<file path="src/rtl/an_mux_sequencer_pkg.sv">
// an_mux_pkg: shared state encoding and constants for the analog mux sequencer
package an_mux_pkg;
  typedef enum logic [2:0] {IDLE, SETTLE, SAMPLE, WAIT, REPORT} state_t;
  localparam int MEAS_WIDTH = 12;
  localparam logic [MEAS_WIDTH-1:0] TIMEOUT_DATA = '0;
  function automatic int max_int(input int a, input int b);
    return a > b ? a : b;
  endfunction
endpackage

</file>
<file path="src/rtl/an_mux_sequencer_if.sv">
// an_mux_sequencer_if: mux pin controls, ADC measurement inputs and result bus
interface an_mux_sequencer_if
  import an_mux_pkg::*;
#(parameter int AN_MUX_WIDTH = 8);
  logic an_mux_enable;
  logic [AN_MUX_WIDTH-1:0] an_mux_addr;
  logic sample_adc;
  logic [MEAS_WIDTH-1:0] an_mux_analogin_measurement;
  logic an_mux_analogin_updated;
  logic result_valid;
  logic [AN_MUX_WIDTH-1:0] result_addr;
  logic [MEAS_WIDTH-1:0] result_data;
  logic result_timeout;
  modport master (
    output an_mux_enable, an_mux_addr, sample_adc, result_valid, result_addr, result_data, result_timeout,
    input an_mux_analogin_measurement, an_mux_analogin_updated
  );
  modport slave (
    input an_mux_enable, an_mux_addr, sample_adc, result_valid, result_addr, result_data, result_timeout,
    output an_mux_analogin_measurement, an_mux_analogin_updated
  );
endinterface

</file>
<file path="src/rtl/an_mux_sequencer_timer.sv">
// cycle_timer: loadable down-counter that holds at zero and flags expiry
module cycle_timer #(parameter int W = 8) (
  input  logic clk,
  input  logic rst,
  input  logic load,
  input  logic [W-1:0] load_val,
  output logic expired
);
  logic [W-1:0] count;
  always_ff @(posedge clk or negedge rst)
    if (!rst) count <= '0;
    else if (load) count <= load_val;
    else if (!expired) count <= count - W'(1);
  assign expired = count == '0;
endmodule

</file>
<file path="src/rtl/an_mux_sequencer.sv">
// an_mux_sequencer: scans the analog mux over an address range, one ADC conversion per channel
module an_mux_sequencer
  import an_mux_pkg::*;
#(
  parameter int AN_MUX_WIDTH   = 8,
  parameter int SETTLE_CYCLES  = 100,
  parameter int TIMEOUT_CYCLES = 4096
) (
  input  logic clk,
  input  logic rst,
  input  logic start,
  input  logic abort,
  input  logic continuous,
  input  logic [AN_MUX_WIDTH-1:0] first_addr,
  input  logic [AN_MUX_WIDTH-1:0] last_addr,
  an_mux_sequencer_if.master bus,
  output logic busy,
  output logic done
);
  localparam int TW = max_int(1, $clog2(max_int(SETTLE_CYCLES, TIMEOUT_CYCLES)));
  state_t state, state_n;
  logic [AN_MUX_WIDTH-1:0] addr, first_q, last_q;
  logic expired, last_ch;
  assign last_ch = addr == last_q;
  assign bus.an_mux_addr = addr;
  always_comb begin
    state_n = state;
    case (state)
      IDLE:    state_n = start ? SETTLE : IDLE;
      SETTLE:  state_n = expired ? SAMPLE : SETTLE;
      SAMPLE:  state_n = WAIT;
      WAIT:    state_n = (bus.an_mux_analogin_updated || expired) ? REPORT : WAIT;
      REPORT:  state_n = (!last_ch || continuous) ? SETTLE : IDLE;
      default: state_n = IDLE;
    endcase
    if (abort) state_n = IDLE;
  end
  // reloaded on every state change; only the SETTLE and WAIT loads are ever consumed
  cycle_timer #(.W(TW)) u_timer (
    .clk(clk),
    .rst(rst),
    .load(state_n != state),
    .load_val(state_n == WAIT ? TW'(TIMEOUT_CYCLES - 1) : TW'(SETTLE_CYCLES - 1)),
    .expired(expired)
  );
  always_ff @(posedge clk or negedge rst)
    if (!rst) begin
      state <= IDLE;
      addr <= '0;
      first_q <= '0;
      last_q <= '0;
      busy <= 1'b0;
      done <= 1'b0;
      bus.an_mux_enable <= 1'b0;
      bus.sample_adc <= 1'b0;
      bus.result_valid <= 1'b0;
      bus.result_addr <= '0;
      bus.result_data <= '0;
      bus.result_timeout <= 1'b0;
    end else begin
      state <= state_n;
      busy <= state_n != IDLE;
      bus.an_mux_enable <= state_n != IDLE;
      bus.sample_adc <= state_n == SAMPLE;
      bus.result_valid <= state_n == REPORT;
      done <= state_n == REPORT && last_ch;
      if (state == IDLE && state_n == SETTLE) begin
        first_q <= first_addr;
        last_q <= last_addr;
        addr <= first_addr;
      end else if (state == REPORT && state_n == SETTLE)
        addr <= last_ch ? first_q : addr + AN_MUX_WIDTH'(1);
      if (state_n == REPORT) begin
        bus.result_addr <= addr;
        bus.result_data <= bus.an_mux_analogin_updated ? bus.an_mux_analogin_measurement : TIMEOUT_DATA;
        bus.result_timeout <= !bus.an_mux_analogin_updated;
      end
    end
endmodule

</file>
<file path="src/flat_wrapper.sv">
// flat-port wrapper written by rule: the top's interface ports become plain ports
module an_mux_sequencer_flat import an_mux_pkg::*;
#(
  parameter int AN_MUX_WIDTH   = 8,
  parameter int SETTLE_CYCLES  = 100,
  parameter int TIMEOUT_CYCLES = 4096
)
  (clk, rst, start, abort, continuous, first_addr, last_addr, busy, done, bus_an_mux_enable, bus_an_mux_addr, bus_sample_adc, bus_result_valid, bus_result_addr, bus_result_data, bus_result_timeout, bus_an_mux_analogin_measurement, bus_an_mux_analogin_updated);
  an_mux_sequencer_if #(.AN_MUX_WIDTH(AN_MUX_WIDTH)) bus_i ();
  input  logic clk;
  input  logic rst;
  input  logic start;
  input  logic abort;
  input  logic continuous;
  input  logic [AN_MUX_WIDTH-1:0] first_addr;
  input  logic [AN_MUX_WIDTH-1:0] last_addr;
  output logic busy;
  output logic done;
  output wire logic [$bits(bus_i.an_mux_enable)-1:0] bus_an_mux_enable;
  output wire logic [$bits(bus_i.an_mux_addr)-1:0] bus_an_mux_addr;
  output wire logic [$bits(bus_i.sample_adc)-1:0] bus_sample_adc;
  output wire logic [$bits(bus_i.result_valid)-1:0] bus_result_valid;
  output wire logic [$bits(bus_i.result_addr)-1:0] bus_result_addr;
  output wire logic [$bits(bus_i.result_data)-1:0] bus_result_data;
  output wire logic [$bits(bus_i.result_timeout)-1:0] bus_result_timeout;
  input wire logic [$bits(bus_i.an_mux_analogin_measurement)-1:0] bus_an_mux_analogin_measurement;
  input wire logic [$bits(bus_i.an_mux_analogin_updated)-1:0] bus_an_mux_analogin_updated;
  assign bus_an_mux_enable = bus_i.an_mux_enable;
  assign bus_an_mux_addr = bus_i.an_mux_addr;
  assign bus_sample_adc = bus_i.sample_adc;
  assign bus_result_valid = bus_i.result_valid;
  assign bus_result_addr = bus_i.result_addr;
  assign bus_result_data = bus_i.result_data;
  assign bus_result_timeout = bus_i.result_timeout;
  assign bus_i.an_mux_analogin_measurement = bus_an_mux_analogin_measurement;
  assign bus_i.an_mux_analogin_updated = bus_an_mux_analogin_updated;
  an_mux_sequencer #(.AN_MUX_WIDTH(AN_MUX_WIDTH), .SETTLE_CYCLES(SETTLE_CYCLES), .TIMEOUT_CYCLES(TIMEOUT_CYCLES)) u_core (.clk(clk), .rst(rst), .start(start), .abort(abort), .continuous(continuous), .first_addr(first_addr), .last_addr(last_addr), .bus(bus_i), .busy(busy), .done(done));
endmodule
</file>
<file path="config.mk">
export PLATFORM = sky130hd
export DESIGN_NAME = an_mux_sequencer_flat
export DESIGN_NICKNAME = d
export VERILOG_FILES = /design/src/rtl/an_mux_sequencer_pkg.sv /design/src/rtl/an_mux_sequencer_if.sv /design/src/rtl/an_mux_sequencer_timer.sv /design/src/rtl/an_mux_sequencer.sv /design/src/flat_wrapper.sv
export SDC_FILE = /design/constraint.sdc
export NUM_CORES = 1
export LEC_CHECK = 0
export BUFFER_PORTS_ARGS = -buffer_cell sky130_fd_sc_hd__clkbuf_2
export CAP_MARGIN = 20
export CORE_MARGIN = 4
export CORE_UTILIZATION = 56
export CTS_BUF_LIST = sky130_fd_sc_hd__clkbuf_4 sky130_fd_sc_hd__clkbuf_8
export CTS_CLUSTER_SIZE = 20
export DETAILED_ROUTE_END_ITERATION = 10
export GPL_TIMING_DRIVEN = 0
export PLACE_DENSITY = 0.85
export SYNTH_ARGS = -nofsm -noshare
export SYNTH_HDL_FRONTEND = slang
export SYNTH_SLANG_ARGS = --single-unit
</file>
<file path="constraint.sdc">
create_clock -name clk -period 2.89 [get_ports clk]
set_clock_uncertainty 0.15 [all_clocks]
set_input_delay 0.289 -clock clk [delete_from_list [all_inputs] [get_ports clk]]
set_output_delay 0.289 -clock clk [all_outputs]
set_load 0.01 [all_outputs]
</file>
* After elaboration in Yosys (flattened, before gate mapping)
Index checks and enable logic that the tools add are counted.
** Storage, ports and cells
- Logic and storage cells :: 49
- Register bits :: 64
- Output and inout port bits :: 34
- Input port bits :: 34
** Operators by class
- Reductions and logical operators :: 11
- Add/subtract/negate cells :: 2
- Equal/unequal tests :: 11
- Mux-type cells :: 13
** Operator list (number)
- 2-to-1 mux 12 bit :: 4
- 2-to-1 mux 8 bit :: 3
- one-hot mux 3 bit (5 select lines) :: 1
- equality test 3 x 2 -> 1 bit, second input constant :: 4
- zero test 12 bit :: 1
- subtractor 12 x 1 -> 12 bit, second input constant :: 1
- adder 8 x 1 -> 8 bit, second input constant :: 1
- equality test 8 bit :: 1
- equality test 3 x 1 -> 1 bit, second input constant :: 2
- equality test 3 bit, second input constant :: 2
- 2-to-1 mux 3 bit :: 2
- logical AND 1 bit :: 3
- zero test 3 bit :: 1
- inequality test 3 bit :: 1
- nonzero test 3 bit :: 1
- zero test 1 bit :: 2
- logical OR 1 bit :: 2
- 2-to-1 mux 1 bit :: 2
- 2-to-1 mux 2 bit :: 1
- inequality test 2 bit, second input constant :: 1
- nonzero test 2 bit :: 1

* Depth between registers and ports, before layout
- Depth after elaboration :: 10
- Depth in mapped cells :: 10
- Mapped depth without buffers :: 8

* By module
From an unflattened synthesis, not the netlist that was laid out.
** Second synthesis, totals
- Cells, all modules :: 355
- Area, all modules :: 3254.4 sq um
** Modules (own cells, without submodules)
- an_mux_sequencer :: seq. area each 1301.2 sq um, cells each 281, area each 2547.4 sq um, instances 1
- cycle_timer :: seq. area each 300.3 sq um, cells each 74, area each 706.9 sq um, instances 1

* Worst setup path after synthesis
Ideal clock, no wire load.
- Path kind :: reg-to-reg
- Start :: register u_core.u_timer.count[0]
- End :: register u_core.u_timer.count[3]
- Cell stages (with the launch flop) :: 10
- Slack :: 0.473 ns
- Period minus slack after synthesis :: 2.417 ns
- Buffers on the path :: 2
- Arrival :: 2.130 ns
- Library setup time :: 0.137 ns
- Cell sequence :: dfrtp_1 inv_1 ha_1 or4b_1 clkbuf_1 nor4_4 a2111o_1 o32a_1 buf_4 o21ai_0
** Between the ends
- Word-level cells in the longest chain between the ends :: 8
- Elaborated cells between the ends (all ways) :: 13
** RTL lines
- from (decl) :: line an_mux_sequencer_timer.sv:9 : logic [W-1:0] count;
- from (signal assigned) :: line an_mux_sequencer_timer.sv:12 : else if (load) count <= load_val;
- from (signal assigned) :: line an_mux_sequencer_timer.sv:13 : else if (!expired) count <= count - W'(1);
- zero test 12 bit :: line an_mux_sequencer_timer.sv:14 : assign expired = count == '0;
- logical OR 1 bit :: line an_mux_sequencer.sv:32 : WAIT: state_n = (bus.an_mux_analogin_updated || expired) ? REPORT : WAIT;
- 2-to-1 mux 3 bit :: line an_mux_sequencer.sv:32
- one-hot mux 3 bit (5 select lines) :: line an_mux_sequencer.sv:28 : case (state)
- 2-to-1 mux 3 bit :: line an_mux_sequencer.sv:36 : if (abort) state_n = IDLE;
- equality test 3 x 2 -> 1 bit :: line an_mux_sequencer.sv:43 : .load_val(state_n == WAIT ? TW'(TIMEOUT_CYCLES - 1) : TW'(SETTLE_CYCLES - 1)),
- 2-to-1 mux 12 bit :: line an_mux_sequencer.sv:43
- 2-to-1 mux 12 bit :: line an_mux_sequencer_timer.sv:12
Parallel ways exist; a longest one is shown, timed or not. The select of a mux whose other input is x is not followed.
A chain may end at the register's enable or synchronous reset.

* Worst setup path after layout
- Start :: register u_core.u_timer.count[0]
- End :: register u_core.u_timer.count[5]
** Between the ends
- Word-level cells in the longest chain between the ends :: 7
- Elaborated cells between the ends (all ways) :: 11
** RTL lines
- zero test 12 bit :: line an_mux_sequencer_timer.sv:14
- logical OR 1 bit :: line an_mux_sequencer.sv:32
- 2-to-1 mux 3 bit :: line an_mux_sequencer.sv:32
- one-hot mux 3 bit (5 select lines) :: line an_mux_sequencer.sv:28
- 2-to-1 mux 3 bit :: line an_mux_sequencer.sv:36
- inequality test 3 bit :: line an_mux_sequencer.sv:42 : .load(state_n != state),
- inequality test 2 bit (no line) or 2-to-1 mux 12 bit (tied branches)
Parallel ways exist; a longest one is shown, timed or not. The select of a mux whose other input is x is not followed.

==> run summary <==
# DRC: 0
Post-Synthesis Cells: 323
Post-DR vias/cell: 5.42
Outcome: completed
WL/cell: 14.4 um
Post-synthesis sequential area ratio: 0.506
First-pass GRT wire length: 12,100 um
Most frequent cells in the layout: nand2_1 (82), clkbuf_2 (64), dfrtp_1 (64), nand3_1 (24), xnor2_1 (13)
Slew Viols, Final: 0
Required @ worst endpoint: 2.96 ns
FF/Latch Area: 0.00160 mm^2
PortBufs: 65
Cts repair resizes: 0
Period utilisation layout: 0.953
Clk sinks: 64
Peak supply drop: 0.426 mV
Layout cell share with drive strength beyond 1: 0.245
Post-synth ARST share: 1.00
PwrDens: 585 mW/mm^2
Count of maximum capacitance violations: 0
Fin cells: 488
Area of the multi-input gates: 0.00142 mm^2
Area delta synth->final: 22.9%
Vias: 2,644
Final nets: 447
CP Capture Type: flop
RSZ-0062 raised after global routing: no
Routed WL: 7040 um
Routed Antenna Nets: 0
Worst slew margin: 0.431
Worst-path clk slew: 0.07 ns
HP Class: input port to flop
Core area: 0.00551 mm^2
H-Tree Depth: 3
Syn Std Cell Area: 0.00316 mm^2
Max FO, Critical Path: 10
Initial DRC count: 214
Number of global-route vias before repair: 2,559
Fmax achieved: 363 MHz
Placed insts: 460
Rows: 27
Crit path launch type: flop
Post-synthesis register bit count: 64
Global Route Usage Sum: 0.215
Final instance area: 0.00389 mm^2
CTS root buf: clkbuf_8
Clock buffer depth: 2
Placer Congestion: 0.846
Die width: 83.2 um
DP Worst Slack: 0.121 ns
Grt ovf: 0
Final HPWL DP: 5040 um
Minimum clock period: 2.75 ns
Setup CP Type: flop to flop
DRT Pass-1 Iters: 4
CTS tree: yes
Yosys cell types: 47
Commonest non-fill, non-tap cell in the layout: nand2_1
CTS buffer count: 9
Syn_area_per_cell: 9.80 um^2
DP Area: 0.00358 mm^2
Final setup vio count: 0
FILL cells: 399
Synth Flop Type: dfrtp_1
Io pins: 68
Final core occ: 0.706
Final hold vios: 0
CP arrival: 2.82 ns
Syn Nets: 359
Tightest Pin Transition: 0.854 ns
Warnings from Yosys: 0
Clk_lat worst skew: 0.34 ns
Chip height: 83.2 um
Setup TNS: 0 ns
Number of synthesized flops with an enable pin: 0
Initial Util: 0.575
Setup WS post-layout: 0.136 ns
Largest net degree at the start of global routing: 65
Final antenna diode count: 0
Initial antenna violation count: 0
Die Area: 0.00692 mm^2
Leakage: 2.01 nW
[synthesized netlist by cell type, types with 6 or more instances]
cell,instances,share of area
and2_1,6,0.012
nand3_1,24,0.038
dfrtp_1,64,0.51
clkbuf_1,11,0.013
a21o_1,6,0.014
xnor2_1,13,0.036
nand2_1,82,0.097
inv_1,10,0.012
o41ai_1,7,0.019
o21ai_0,10,0.016
xor2_1,11,0.030
[registers in the layout, indices dropped and copies added (netlist names), 3 cells and up]
register / count
u_core.bus.result_data: 12
u_core.u_timer.count: 12
u_core.bus.an_mux_addr: 8
u_core.bus.result_addr: 8
u_core.first_q: 8
u_core.last_q: 8
u_core.state: 3
[critical path, stage by stage, from the launching register on]
cell      delay [ns]
dfrtp_1         0.38
inv_1           0.07
ha_1            0.23
or4b_1          0.17
clkbuf_1        0.26
nor4_4          0.09
buf_4           0.17
a2111o_1        0.35
o32a_1          0.19
buf_4           0.18
or3_1           0.37
[area by class of cell]
| cell class | count | share of cell area |
|---|---|---|
| sequential | 64 | 0.412 |
| tap | 72 | 0.0232 |
| buffer | 19 | 0.0261 |
| clock buffer | 10 | 0.0338 |
| timing repair buffer | 77 | 0.114 |
| multi-input combinational | 229 | 0.365 |
| inverter | 11 | 0.0109 |
| clock inverter | 6 | 0.0154 |
[through the flow]
step | total power [mW] | hold slack (ns)
2_1_floorplan | 1.39 | -0.157
3_3_place_gp | 1.52 | 0.300
3_5_place_dp | 1.54 | 0.309
4_1_cts | 2.30 | 0.00268
5_1_grt | 2.41 | 0.0109
6_report | 2.28 | 0.0134
[per-layer routing]
metal / wire, um / track usage
met1: 3070 / 0.287
met2: 3420 / 0.343
met3: 473 / 0.0605
met4: 84 / 0.0639
met5: 0 / 0
[where the power goes]
group	switching [mW]	total [mW]	internal (mW)
Sequential	0.106	1.10	0.993
Clock	0.340	0.743	0.403
Combinational	0.235	0.434	0.198
Total	0.681	2.28	1.59
[worst paths after layout]
kind / startpoint / cells past startpoint / slack, ns / endpoint
worst max-delay path: u_core.u_timer.count[0] / 10 / 0.14 / u_core.u_timer.count[5]
worst min-delay path: first_addr[6] / 3 / 0.01 / u_core.first_q[6]
worst max register to register: u_core.u_timer.count[0] / 10 / 0.14 / u_core.u_timer.count[5]
worst min register to register: u_core.bus.result_data[7] / 2 / 0.32 / u_core.bus.result_data[7]
max in group asynchronous: rst / 2 / 1.56 / u_core.last_q[6]
min in group asynchronous: rst / 2 / 0.46 / u_core.u_timer.count[7]
[cells by family (layout without fill, tap and decap cells)]
family          after synthesis  after routing  synth area share
compound gates               50             50             0.126
xor+xnor                     24             24            0.0664
fa+ha+maj                     2              2           0.00791
buf+inv                      30            123            0.0455
flops                        64             64             0.506
mux                           7              7            0.0237
simple gates                146            146             0.224
[timing repair]
action,4_1_cts,5_1_grt
hold endpoints to repair,73,0
hold buffers,10,0
setup endpoints to repair,0,5
buffers inserted,0,2
Note: power is estimated with default switching activity, not from simulation.
